`src/rtl/wb_arbiter.sv`:
```
// Writeback arbiter: merges single-cycle ALU results and buffered load returns
// onto the one register file write port, with strict ALU priority.
module wb_arbiter #(
  parameter int DEPTH = 4,
  parameter int XLEN  = 32
) (
  input  logic                     clk,
  input  logic                     reset,
  input  logic                     alu_valid,
  input  logic [4:0]               alu_rd,
  input  logic [XLEN-1:0]          alu_data,
  input  logic                     ld_valid,
  output logic                     ld_ready,
  input  logic [4:0]               ld_rd,
  input  logic [XLEN-1:0]          ld_data,
  output logic                     we,
  output logic [4:0]               rd,
  output logic [XLEN-1:0]          wdata,
  output logic                     alu_stall,
  output logic [$clog2(DEPTH):0]   count
);

  localparam int AW = $clog2(DEPTH);
  localparam int CW = AW + 1;

  // Load handshake: a load transfers on a posedge where ld_valid && ld_ready;
  // ld_valid may not depend on ld_ready, and ld_ready never depends on ld_valid.
  logic [4:0]      fifo_rd   [DEPTH];
  logic [XLEN-1:0] fifo_data [DEPTH];
  logic [AW-1:0]   wr_ptr;
  logic [AW-1:0]   rd_ptr;
  logic            push;
  logic            pop;

  // Flow control comes from registered count only, so a pop while full does
  // not reopen ld_ready until the next cycle.
  assign ld_ready  = (count != CW'(DEPTH));
  assign alu_stall = (count == CW'(DEPTH));
  assign push      = ld_valid && ld_ready;
  assign pop       = !alu_valid && (count != '0);

  always_ff @(posedge clk) begin
    if (push) begin
      fifo_rd[wr_ptr]   <= ld_rd;
      fifo_data[wr_ptr] <= ld_data;
    end
  end

  always_ff @(posedge clk or negedge reset) begin
    if (!reset) begin
      wr_ptr <= '0;
      rd_ptr <= '0;
      count  <= '0;
    end else begin
      if (push) wr_ptr <= wr_ptr + AW'(1);
      if (pop)  rd_ptr <= rd_ptr + AW'(1);
      if (push && !pop)      count <= count + CW'(1);
      else if (pop && !push) count <= count - CW'(1);
    end
  end

  // Writes to x0 are consumed and registered but never enabled.
  always_ff @(posedge clk or negedge reset) begin
    if (!reset) begin
      we    <= 1'b0;
      rd    <= '0;
      wdata <= '0;
    end else if (alu_valid) begin
      we    <= (alu_rd != 5'd0);
      rd    <= alu_rd;
      wdata <= alu_data;
    end else if (pop) begin
      we    <= (fifo_rd[rd_ptr] != 5'd0);
      rd    <= fifo_rd[rd_ptr];
      wdata <= fifo_data[rd_ptr];
    end else begin
      we    <= 1'b0;
    end
  end

  // Upstream must hold off ALU results while the FIFO is full.
  alu_while_stalled: assert property (@(posedge clk) disable iff (!reset)
    !(alu_valid && alu_stall));

endmodule

```
`config.mk`:
```
export PLATFORM = sky130hd
export DESIGN_NAME = wb_arbiter
export DESIGN_NICKNAME = d
export VERILOG_FILES = /design/src/rtl/wb_arbiter.sv
export SDC_FILE = /design/constraint.sdc
export NUM_CORES = 1
export LEC_CHECK = 0
export CAP_MARGIN = 20
export CORE_UTILIZATION = 30
export DETAILED_ROUTE_END_ITERATION = 8
export GPL_ROUTABILITY_DRIVEN = 0
export PLACE_DENSITY_LB_ADDON = 0.15
export SKIP_CTS_REPAIR_TIMING = 1
export SLEW_MARGIN = 20
export SYNTH_ARGS = -nofsm -noshare
export SYNTH_HDL_FRONTEND = slang
export SYNTH_SLANG_ARGS = --single-unit
```
`constraint.sdc`:
```
create_clock -name clk -period 2.13 [get_ports clk]
set_clock_uncertainty 0.1 [all_clocks]
set_input_delay 0.213 -clock clk [delete_from_list [all_inputs] [get_ports clk]]
set_output_delay 0.213 -clock clk [all_outputs]
set_load 0.01 [all_outputs]
```
# After elaboration in Yosys (flattened, before gate mapping)
# Memory sizes are Yosys's and may differ from the RTL's.
# Cells that the tools add are included.
# classes
add_sub_neg	4
eq_ne	2
mux	10
n_reduce_logical	12
# op_table
cell	count
$mux 32	2
$mux 5	2
$reduce_bool 5->1	2
$mux 3	2
$add 2x1->2 const B	2
$logic_and 1x1->1	4
$mux 1	4
$reduce_bool 2->1	2
$add 3x1->3 const B	1
$eq 3x3->1 const B	1
$logic_not 1->1	3
$ne 3x3->1 const B	1
$reduce_bool 3->1	1
$sub 3x1->3 const B	1
# word_totals
regBits	45
mem_bits_rw	148
n_memories	2
# memory_table
name	words	word_bits	rd	rd_clocked_by_memory_dff	write_ports	line_no	text
fifo_data	4	32	1	0	1	29	logic [XLEN-1:0] fifo_data [DEPTH];
fifo_rd	4	5	1	0	1	28	logic [4:0] fifo_rd [DEPTH];

# Longest topological paths before layout
# Gate-level depths: netlist of the first run.
# logic_depth
ltp_word	6
depth_mapped	11
ltp_nobuf	10

# Worst setup path before layout of the first run
# No wires, ideal clock.
# synth_timing
kind	reg-to-reg
from	register count[0]
to	memory fifo_data[0][0] (enable)
setup_time_ns	0.398
arrival_time_ns	2.028
setup_slack_ns	-0.395
path_stages_with_launch	7
n_path_buf	1
period_less_slack_ns	2.525
cell_sequence	dfrtp_1 -> nor2_1 -> nand2_1 -> inv_1 -> nor2b_1 -> clkbuf_1 -> and2_1
# synth_between
elab_chain_len	4
# synth_rtl
element	line_no	text
start: declaration	20	output logic [$clog2(DEPTH):0] count
start signal: assignment	57	if (push && !pop) count <= count + CW'(1);
start signal: assignment	58	else if (pop && !push) count <= count - CW'(1);
$ne 3x3->1	37	assign ld_ready = (count != CW'(DEPTH));
via ld_ready	13	output logic ld_ready,
$logic_and 1x1->1	39	assign push = ld_valid && ld_ready;
via push	32	logic push;
$mux 1	43	if (push) begin
$mux 1 (not written as such)	45	fifo_data[wr_ptr] <= ld_data;
end: declaration	29	
# The timed path passes the listed nets, and every way through them passes these cells.

# Final worst setup path of the first run
# layout_timing
from	register rd_ptr[0]
to	register we
# layout_between
elab_chain_len	4
# layout_rtl
element	line_no	text
start: declaration	31	logic [AW-1:0] rd_ptr;
start signal: assignment	56	if (pop) rd_ptr <= rd_ptr + AW'(1);
$mem_v2 4x5	-	
$reduce_bool 5->1	73	we <= (fifo_rd[rd_ptr] != 5'd0);
$mux 1	72	end else if (pop) begin
$mux 1	68	end else if (alu_valid) begin
end signal: assignment	69	we <= (alu_rd != 5'd0);
end signal: assignment	73	
end: declaration	16	output logic we,
# No other way between the ends.
# A chain may end at the register's enable or synchronous reset.

==> impl_results.md, run 1 <==
- Result of the run: finished, final reports clean
- Relative max-transition margin: 0.4962
- Vias per std cell: ~4.5
- Power per cell area: 1291 mW/mm^2
- Die area: 0.02551 mm^2
- Clock latency reported for the late side of the worst-skew pair: 0.43 ns
- Pin count of the biggest net entering global routing: 70
- Leading post-synthesis cells by cell area: sky130_fd_sc_hd__edfxtp_1 60%, sky130_fd_sc_hd__dfrtp_1 15%, sky130_fd_sc_hd__mux4_2 10%
- Post-Synthesis Net Count: between 400 and 500
- Post-DR wirelength/cell: 18.84 um
- Actual slew at the worst max-slew pin: roughly 0.76 ns
- Number of buffers added by the clock tree synthesis step: 17
- Drt pass-1 iters: 4
- Synth top area share: 0.5955
- Post-layout power: 12.82 mW
- Placed Cells: around 840
- Placement Rows: 57
- Number of nets with antenna violations after detailed routing: 0
- M1 wire length: 7581 um
- Initial standard-cell utilization of the core: 0.3060
- Mean cell area of the mapped netlist: 18.99 um^2
- Met2 routed WL: 8044 um
- Start-to-end type of the worst setup path: reg2reg
- Class of the worst hold path: in2reg
- CTS tree: yes
- Met3 WL post-DR: a little under 700 um
- Sequential fraction of the synthesis area: 0.7464
- Synthesized netlist cell count: about 390
- Syn-to-layout area delta: 33.13%
- Post-route design area: about 0.01 mm^2
- Final period util: 0.9705
- Vias in the first global route: 4240
- Data arrival, critical path: 2.28 ns
- Placement-stage cell area: roughly 0.0093 mm^2
- Die extent in x: 159.7 um
- Pins Over Slew Limit: 0
- # nets final: ~620
- Kind of launch point of the worst setup path: flop
- Peak clock frequency supported by timing: ~480 MHz
- Die height: about 160 um
- IO Pins: 121
- Minimum clock period after layout: approximately 2.1 ns
- Warnings from Yosys: 0
- GR Overflow Total: 0
- Type of destination of the critical path: flop
- Antenna Diode Count: 0
- Area of the mapped netlist: ~0.0075 mm^2
- MaxCap Viol Count: 0
- Max FO, Critical Path: 5
- Number of sinks on the clock net: 193
- Static power due to leakage: 3.490 nW
- Leading cell type in the layout, fill and taps excluded: sky130_fd_sc_hd__edfxtp_1
- Max H-tree Level: 4
- Clock transition at the registers of the reported paths: roughly 0.070 ns
- Aggregate global-route resource usage: 0.1348
- Proportion of layout cells with a drive suffix above 1: 0.2043
- DRC: 0
- Top Layer Used: met4
- Post-synthesis cell type with the largest combined area: sky130_fd_sc_hd__edfxtp_1
- Global-route wire length before repair: around 25000 um
- RSZ-0062 raised after global routing: true
- Non-filler instance count after layout: 877
- Least setup slack across all paths after layout: 0.06285 ns
- CORE AREA: 0.02439 mm^2
- Number of buffers added on ports: 120
- Antenna violations before repair: 0
- Total count of hold-check failures in the final report: 0
- Commonest cells after routing, fill and taps aside: 148 x sky130_fd_sc_hd__edfxtp_1, 118 x sky130_fd_sc_hd__clkdlybuf4s50_1, 41 x sky130_fd_sc_hd__dfrtp_1
- Iteration-0 DRC count of the detailed router: approximately 280
- Root Driver: sky130_fd_sc_hd__clkbuf_16
- Total of flip-flops plus latches after synthesis: about 190
- Worst-case clock buffer depth: 2
- Half-perimeter wire length after detailed placement: between 10000 and 15000 um
- Worst path required time: approximately 2.3 ns
- Setup Slack @ Placement: -0.02530 ns
- Worst VDD drop: 0.6410 mV
- Sum of routed wire length over all layers: around 17000 um
- Library cells used by synthesis: 27
- Detailed-route via count: between 3k and 4k
- Final setup violation count: 0
[registers in the layout, indices dropped and copies added (netlist names)]
signal / cells
count: 3
fifo_data: 128
fifo_rd: 20
rd: 5
rd_ptr: 2
wdata: 32
we: 1
wr_ptr: 2
[routing by layer]
metal  vias to the layer above  global-route usage
met2                       108              0.2177
met1                      2029              0.1800
met5                         -                   0
met3                        16             0.02987
met4                         0             0.04458
li1                       1833                   -
[synthesized netlist by cell type]
library cell and n:
sky130_fd_sc_hd__a21o_1 4, sky130_fd_sc_hd__a221o_1 2, sky130_fd_sc_hd__a22o_1 4, sky130_fd_sc_hd__and2_1 4, sky130_fd_sc_hd__buf_1 1, sky130_fd_sc_hd__buf_2 6
sky130_fd_sc_hd__buf_6 1, sky130_fd_sc_hd__clkbuf_1 13, sky130_fd_sc_hd__dfrtp_1 45, sky130_fd_sc_hd__edfxtp_1 148, sky130_fd_sc_hd__fa_1 1, sky130_fd_sc_hd__ha_1 5
sky130_fd_sc_hd__inv_1 5, sky130_fd_sc_hd__mux2_2 2, sky130_fd_sc_hd__mux2i_1 32, sky130_fd_sc_hd__mux4_1 3, sky130_fd_sc_hd__mux4_2 34, sky130_fd_sc_hd__nand2_1 34
sky130_fd_sc_hd__nor2_1 4, sky130_fd_sc_hd__nor2b_1 1, sky130_fd_sc_hd__nor3_1 2, sky130_fd_sc_hd__nor3b_1 2, sky130_fd_sc_hd__nor4_1 1, sky130_fd_sc_hd__o21ai_0 32
sky130_fd_sc_hd__or4_1 1, sky130_fd_sc_hd__xnor2_1 2, sky130_fd_sc_hd__xor2_1 4
[worst max-delay path, cell delays in order (launching register included)]
cell and delay, ns:
sky130_fd_sc_hd__dfrtp_2 0.45, sky130_fd_sc_hd__mux4_2 0.54, sky130_fd_sc_hd__or4_1 0.53, sky130_fd_sc_hd__a221o_1 0.32
[per-stage QoR]
stage,TNS [ns],hold WS [ns],util
5_1_grt,-0.01662,0.2056,0.4074
4_1_cts,-0.06615,-0.3001,0.4043
3_3_place_gp,0,0.1758,0.3800
3_5_place_dp,-0.02545,0.1672,0.3800
6_report,0,0.1978,0.4074
2_1_floorplan,0,-0.1826,-
[path summary, 6_finish.rpt]
kind                       startpoint   endpoint  slack [ns]  depth (start not counted)
max in group asynchronous       reset  wdata[24]        1.05                          3
setup reg to reg            rd_ptr[0]         we        0.06                          3
min in group asynchronous       reset  wdata[22]        0.23                          2
hold reg to reg             wdata[16]  wdata[16]        0.38                          2
hold / removal              alu_valid  rd_ptr[0]        0.20                          4
setup / recovery            rd_ptr[0]         we        0.06                          3
[power breakdown]
part	leakage, nW	total [mW]	switching [mW]	internal [mW]
combinational	1.32	4.12	1.85	2.27
sequential	1.88	5.57	0.458	5.11
clock	0.289	3.13	1.55	1.58
[final cells by class]
| type | count | area [um^2] |
|---|---|---|
| Fill cell | 2245 | 14460 |
| Timing Repair Buffer | 149 | 1539 |
| Clock buffer | 17 | 425.4 |
| Multi-Input combinational cell | 174 | 1803 |
| Tap cell | 324 | 405.4 |
| Sequential cell | 193 | 5575 |
| Inverter | 5 | 18.77 |
| Clock inverter | 15 | 168.9 |
[logic make-up after synthesis]
kind of cell | after synthesis | share of synthesized area
buf+inv | 26 | 0.01509
xor+xnor | 6 | 0.007041
fa+ha+maj | 6 | 0.01106
compound gates | 42 | 0.03286
simple gates | 49 | 0.02850
flops | 193 | 0.7464
mux | 71 | 0.1591
(Power assumes the default switching activity.)
==> inputs of run 2 (changes only) <==
--- a/config.mk
+++ b/config.mk
@@ -6,7 +6,7 @@
 export NUM_CORES = 1
 export LEC_CHECK = 0
 export CAP_MARGIN = 20
-export CORE_UTILIZATION = 30
+export CORE_UTILIZATION = 45
 export DETAILED_ROUTE_END_ITERATION = 8
 export GPL_ROUTABILITY_DRIVEN = 0
 export PLACE_DENSITY_LB_ADDON = 0.15
==> run 2 against run 1 <==
Cell area fell by 1.9%. Worst setup slack improved by 0.0045 ns. Final cell count fell by 13%. Die area fell by 33%. Fmax rose by 0.22%. Flip-flop and latch count did not move. Sequential power barely moved. Non-clock buffer count fell by 2. Clock-buffer cell count rose by 8.
==> impl_results.md, run 2 (synthesis gave the netlist of run 1 again) <==
- Number of sinks on the clock net: 193 (unchanged)
- P_sw: 3.501 mW (-9.4%)
- Number of nets with antenna violations after detailed routing: 0 (unchanged)
- Part of the power in registers: 0.443 (+0.009)
- MaxCap Viol Count: 0 (unchanged)
- # nets final: 622 (-0.32%)
- Class of the worst hold path: in2reg
- Combinational fraction of design power: 0.322 (about the same)
- Post-route design area: 0.009752 mm^2 (-1.9%)
- Global-route wire length before repair: 22180 um (-13%)
- Drt pass-1 iters: 5 (+1)
- Final period util: 0.9684 (-0.002103)
- Max reg flops: 128 (unchanged)
- Largest register by flop count: fifo_data
- Worst path required time: 2.33 ns (about the same)
- Antenna violations before repair: 0 (unchanged)
- Post-DR wirelength/cell: 18.83 um (about the same)
- RR Endpoint: we
- Clock latency reported for the late side of the worst-skew pair: 0.42 ns (about the same)
- Die area: 0.01710 mm^2 (-33%)
- Launch point of the worst hold path: alu_valid
- Initial standard-cell utilization of the core: 0.4648 (+0.1588)
- Kind of launch point of the worst setup path: flop
- Slack of the worst reg-to-reg path: 0.07 ns (about the same)
- Placement Rows: 46 (-19%)
- Data arrival, critical path: 2.27 ns (about the same)
- Commonest cells after routing, fill and taps aside: 148 x sky130_fd_sc_hd__edfxtp_1, 118 x sky130_fd_sc_hd__clkdlybuf4s50_1, 41 x sky130_fd_sc_hd__dfrtp_1
- Clock transition at the registers of the reported paths: 0.06 ns (about the same)
- Die extent in x: 130.8 um (-18%)
- Number of buffers added on ports: 120 (unchanged)
- Syn-to-layout area delta: 30.66%
- Internal Pwr Total: 9.001 mW (+0.48%)
- Detailed-route via count: 3935 (-1.3%)
- Pins Over Slew Limit: 0 (unchanged)
- Actual slew at the worst max-slew pin: 0.6895 ns (-0.06615 ns)
- Hold worst-path end: rd_ptr[0]
- Global routing met3 resource utilization: 0.04072 (+0.01085)
- Vias per std cell: 5.130 (+13%)
- Pin count of the biggest net entering global routing: 70 (unchanged)
- Cell count of the worst reg-to-reg path: 4 (+1)
- Final hold slack: 0.2180 ns (+0.02021 ns)
- Met1 track utilization from global routing: 0.2286 (+0.04865)
- Sum of routed wire length over all layers: 14440 um (-13%)
- Leading cell type in the layout, fill and taps excluded: sky130_fd_sc_hd__edfxtp_1
- Half-perimeter wire length after detailed placement: 9540 um (-9.6%)
- CTS tree: yes
- Count of cells along the worst hold path: 4 (unchanged)
- RSZ-0062 raised after global routing: true
- Clock share of power: 0.235 (-0.009)
- Start-to-end type of the worst setup path: reg2reg
- Minimum clock period after layout: 2.063 ns (-0.004480 ns)
- Met2 Usage GRT: 0.3075 (+0.08976)
- Global routing's busiest layer: met2
- Biggest regs: fifo_data: 128 flops, wdata: 32 flops, fifo_rd: 20 flops
- GR Overflow Total: 0 (unchanged)
- Static power due to leakage: 3.467 nW (-0.68%)
- Least setup slack across all paths after layout: 0.06733 ns (+0.004480 ns)
- Switching Share: 0.2800 (-0.02142)
- Worst-case clock buffer depth: 2 (unchanged)
- Total count of hold-check failures in the final report: 0 (unchanged)
- DRC: 0 (unchanged)
- Vias in the first global route: 4024 (-5.1%)
- Iteration-0 DRC count of the detailed router: 180 (-37%)
- IO Pins: 121 (unchanged)
- Number of buffers added by the clock tree synthesis step: 17 (unchanged)
- Root Driver: sky130_fd_sc_hd__clkbuf_16
- Peak clock frequency supported by timing: 484.8 MHz (+0.22%)
- Die height: 130.8 um (-18%)
- Type of destination of the critical path: flop
- Max FO, Critical Path: 5 (unchanged)
- Setup Slack @ Placement: 0.006183 ns (+0.03148 ns)
- Post-layout power: 12.50 mW (-2.5%)
- Result of the run: finished, final reports clean
- Max H-tree Level: 4 (unchanged)
- Power per cell area: 1282 mW/mm^2 (-0.67%)
- Proportion of layout cells with a drive suffix above 1: 0.1924 (-0.01196)
- Placement-stage cell area: 0.009130 mm^2 (-1.5%)
- Relative max-transition margin: 0.5403 (+0.04410)
- CORE AREA: 0.01606 mm^2 (-34%)
- Aggregate global-route resource usage: 0.1816 (+0.04687)
- Antenna Diode Count: 0 (unchanged)
- Worst VDD drop: 0.6327 mV (-1.3%)
- Final setup violation count: 0 (unchanged)
- Reg2Reg Launch Point: rd_ptr[0]
-- run 2: cell types whose count changed in the layout (fill, tap and decap cells not counted), sizes merged --
cell	delta
buf	-2
clkinvlp	+2
clkbuf	+8
clkinv	-4
inv	-6
-- run 2: power by group through the flow --
stage / Combinational, mW / Clock [mW] / Sequential (mW)
floorplan: 1.98 / 0 / 5.69
global placement: 3.96 / 0 / 5.55
detailed placement: 3.98 / 0 / 5.62
CTS: 4.00 / 3.01 / 5.54
global route: 4.41 / 3.14 / 5.64
finish: 4.02 / 2.94 / 5.54
-- run 2: worst max path at each step --
stage	to	startpoint	slack [ns]
4_1_cts	we	rd_ptr[0]	-0.004
3_3_place_gp	we	rd_ptr[0]	0.05
5_1_grt	count[2]	count[1]	-0.03
6_report	we	rd_ptr[0]	0.07
2_1_floorplan	count[1]	count[1]	0.003
3_5_place_dp	we	rd_ptr[0]	0.006
-- run 2: critical path: stages (launching register included) --
cell and delay [ns]:
sky130_fd_sc_hd__dfrtp_2 0.43, sky130_fd_sc_hd__buf_6 0.12, sky130_fd_sc_hd__mux4_2 0.49, sky130_fd_sc_hd__or4_1 0.48, sky130_fd_sc_hd__a221o_1 0.32
-- run 2: through the flow --
| stage | setup TNS [ns] | instances | util |
|---|---|---|---|
| detailed placement | 0 | 729 | 0.5686 |
| CTS | -0.003821 | 761 | 0.6032 |
| global route | -0.03049 | 767 | 0.6073 |
| global placement | 0 | 729 | 0.5686 |
| floorplan | 0 | 393 | - |
| finish | 0 | 767 | 0.6073 |
-- run 2: metal layers --
metal / routed length [um] / vias up
met4: 204 / 0
met1: 6100 / 1970
met5: 0 / -
met3: 770 / 18
met2: 7367 / 121
li1: - / 1826
-- run 2: area by class of cell --
cell class / count / area (um^2)
clock buffers: 25 / 505.5
well taps: 216 / 270.3
inverters: 5 / 18.77
fillers: 1174 / 6306
clock inverters: 7 / 51.30
flip-flops and latches: 193 / 5575
repair buffers: 147 / 1533
multi-input cells: 174 / 1798
==> inputs of run 3 (changes only) <==
--- a/config.mk
+++ b/config.mk
@@ -6,6 +6,7 @@
 export NUM_CORES = 1
 export LEC_CHECK = 0
 export CAP_MARGIN = 20
+export CORE_ASPECT_RATIO = 0.6
 export CORE_UTILIZATION = 45
 export DETAILED_ROUTE_END_ITERATION = 8
 export GPL_ROUTABILITY_DRIVEN = 0
==> run 3 against run 2 <==
Sequential share of layout area increased by 0.19 points. Clock power rose by 6%. Worst setup slack lost 0.049 ns. Total power increased by 1.3%. Via count barely moved. Hold slack better by 0.0064 ns. Final cell count decreased by 1.2%. Flip-flop and latch count unchanged. Clock-buffer cell count grew 1. Critical path type unchanged.
==> impl_results.md, run 3 (synthesis gave the netlist of run 1 again) <==
- P_sw: 3.505 mW (about the same)
- Syn-to-layout area delta: 30.26%
- Static power due to leakage: 3.464 nW (about the same)
- Number of buffers added on ports: 120 (unchanged)
- Largest register by flop count: fifo_data
- Setup_tns: 0 ns (unchanged)
- Minimum clock period after layout: 2.112 ns (+0.04944 ns)
- Final setup violation count: 0 (unchanged)
- Kind of launch point of the worst setup path: flop
- Worst path slowest cell: sky130_fd_sc_hd__mux4_2
- Die extent in x: 168.3 um (+29%)
- Non-filler instance count after layout: 758 (-1.2%)
- Power per cell area: 1302 mW/mm^2 (+1.6%)
- Proportion of layout cells with a drive suffix above 1: 0.1913 (-0.001121)
- Half-perimeter wire length after detailed placement: 9769 um (+2.4%)
- Initial standard-cell utilization of the core: 0.4603 (-0.004519)
- Detailed-route via count: 3932 (-0.076%)
- CTS tree: yes
- Clock latency reported for the late side of the worst-skew pair: 0.42 ns (about the same)
- Post-layout power: 12.66 mW (+1.3%)
- Pins Over Slew Limit: 0 (unchanged)
- Max reg flops: 128 (unchanged)
- Peak clock frequency supported by timing: 473.5 MHz (-2.3%)
- Clock transition at the registers of the reported paths: 0.06 ns (about the same)
- Antenna violations before repair: 1 (+1)
- Actual slew at the worst max-slew pin: 0.7196 ns (+0.03012 ns)
- Commonest cells after routing, fill and taps aside: 148 x sky130_fd_sc_hd__edfxtp_1, 118 x sky130_fd_sc_hd__clkdlybuf4s50_1, 40 x sky130_fd_sc_hd__dfrtp_1
- Worst path required time: 2.33 ns (about the same)
- Number of sinks on the clock net: 193 (unchanged)
- Worst-case clock buffer depth: 2 (unchanged)
- Aggregate global-route resource usage: 0.1858 (+0.004180)
- Leading cell type in the layout, fill and taps excluded: sky130_fd_sc_hd__edfxtp_1
- Class of the worst hold path: in2async
- # nets final: 621 (-0.16%)
- Slowest stage delay, CP: 0.50 ns (about the same)
- Relative max-transition margin: 0.5203 (-0.02008)
- Ordered cell list for the critical path: buf_6 -> mux4_2 -> or4_1 -> a221o_1
- Result of the run: finished, final reports clean
- Max FO, Critical Path: 7 (+2)
- Number of nets with antenna violations after detailed routing: 0 (unchanged)
- Antenna Diode Count: 0 (unchanged)
- Worst VDD drop: 0.6576 mV (+3.9%)
- Number of fillers in the final layout: 1204 (+2.6%)
- Placed Cells: 721 (-1.1%)
- Vias in the first global route: 4055 (+0.77%)
- MaxCap Viol Count: 0 (unchanged)
- Iteration-0 DRC count of the detailed router: 294 (+63%)
- Combinational fraction of design power: 0.316 (-0.006)
- Switching Share: 0.2768 (-0.003244)
- Cell count of the worst reg-to-reg path: 4 (unchanged)
- Part of the power in registers: 0.438 (-0.005)
- Drt pass-1 iters: 4 (-1)
- Vias per std cell: 5.187 (+1.1%)
- Clock share of power: 0.246 (+0.011)
- Data arrival, critical path: 2.31 ns (+0.04 ns)
- Number of buffers added by the clock tree synthesis step: 17 (unchanged)
- Pin count of the biggest net entering global routing: 70 (unchanged)
- IO Pins: 121 (unchanged)
- Sum of routed wire length over all layers: 15080 um (+4.4%)
- Type of destination of the critical path: flop
- Biggest regs: fifo_data: 128 flops, wdata: 32 flops, fifo_rd: 20 flops
- GR Overflow Total: 0 (unchanged)
- Placement Rows: 36 (-22%)
- Root Driver: sky130_fd_sc_hd__clkbuf_16
- Die height: 101.8 um (-22%)
- Core utilization of the finished layout: 0.5995 (-0.007756)
- Die area: 0.01712 mm^2 (about the same)
- Post-DR wirelength/cell: 19.90 um (+5.7%)
- Total count of hold-check failures in the final report: 0 (unchanged)
- RSZ-0062 raised after global routing: true
- CORE AREA: 0.01622 mm^2 (+0.98%)
- Final period util: 0.9916 (+0.02321)
- DRC: 0 (unchanged)
- Start-to-end type of the worst setup path: reg2reg
- Global-route wire length before repair: 22900 um (+3.3%)
- Internal Pwr Total: 9.157 mW (+1.7%)
- Max H-tree Level: 4 (unchanged)
run 3: metal layers:
layer	track usage	part of all wire	vias up
met5	0	0	-
met1	0.2567	0.47	1999
met4	0.06923	0.0074	0
li1	-	-	1826
met2	0.2885	0.47	99
met3	0.04767	0.055	8
run 3: power by group through the flow:
| stage | clock network, mW | logic, mW | registers [mW] |
|---|---|---|---|
| after floorplan | 0 | 1.98 | 5.69 |
| after global placement | 0 | 3.89 | 5.56 |
| after detailed placement | 0 | 3.95 | 5.63 |
| after CTS | 3.17 | 3.97 | 5.56 |
| after global routing | 3.31 | 4.34 | 5.64 |
| final | 3.11 | 4.00 | 5.54 |
run 3: stage by stage:
| stage | area [um^2] | hold slack [ns] | setup WS [ns] |
|---|---|---|---|
| global route | 9722 | 0.2318 | -0.04201 |
| floorplan | 7472 | -0.1826 | 0.003310 |
| CTS | 9654 | -0.3133 | -0.04988 |
| finish | 9722 | 0.2245 | 0.01788 |
| detailed placement | 9076 | 0.1362 | -0.03278 |
| global placement | 9076 | 0.1269 | 0.01431 |
run 3: worst paths after layout:
kind	slack [ns]	to	startpoint
worst min-delay path	0.22	wdata[16]	reset
min in group clk	0.23	rd_ptr[0]	alu_valid
worst min register to register	0.38	wdata[19]	wdata[19]
worst max-delay path	0.02	we	rd_ptr[0]
max in group asynchronous	1.15	wdata[28]	reset
worst max register to register	0.02	we	rd_ptr[0]
run 3: area by class of cell:
cell class	count	area [um^2]	share of cell area
tap	209	261.5	0.02690
clock inverter	5	78.83	0.008108
clock buffer	26	499.2	0.05135
multi-input combinational	174	1803	0.1855
inverter	5	18.77	0.001931
timing repair buffer	146	1484	0.1526
sequential	193	5577	0.5736
run 3: worst max-delay path, delay by kind of cell (launching register included):
family / cells / cell delay [ns]
AOI/OAI and AO/OA: 1 / 0.33
buffers and inverters: 1 / 0.12
DFF: 1 / 0.46
muxes: 1 / 0.50
and+or+nand+nor: 1 / 0.48
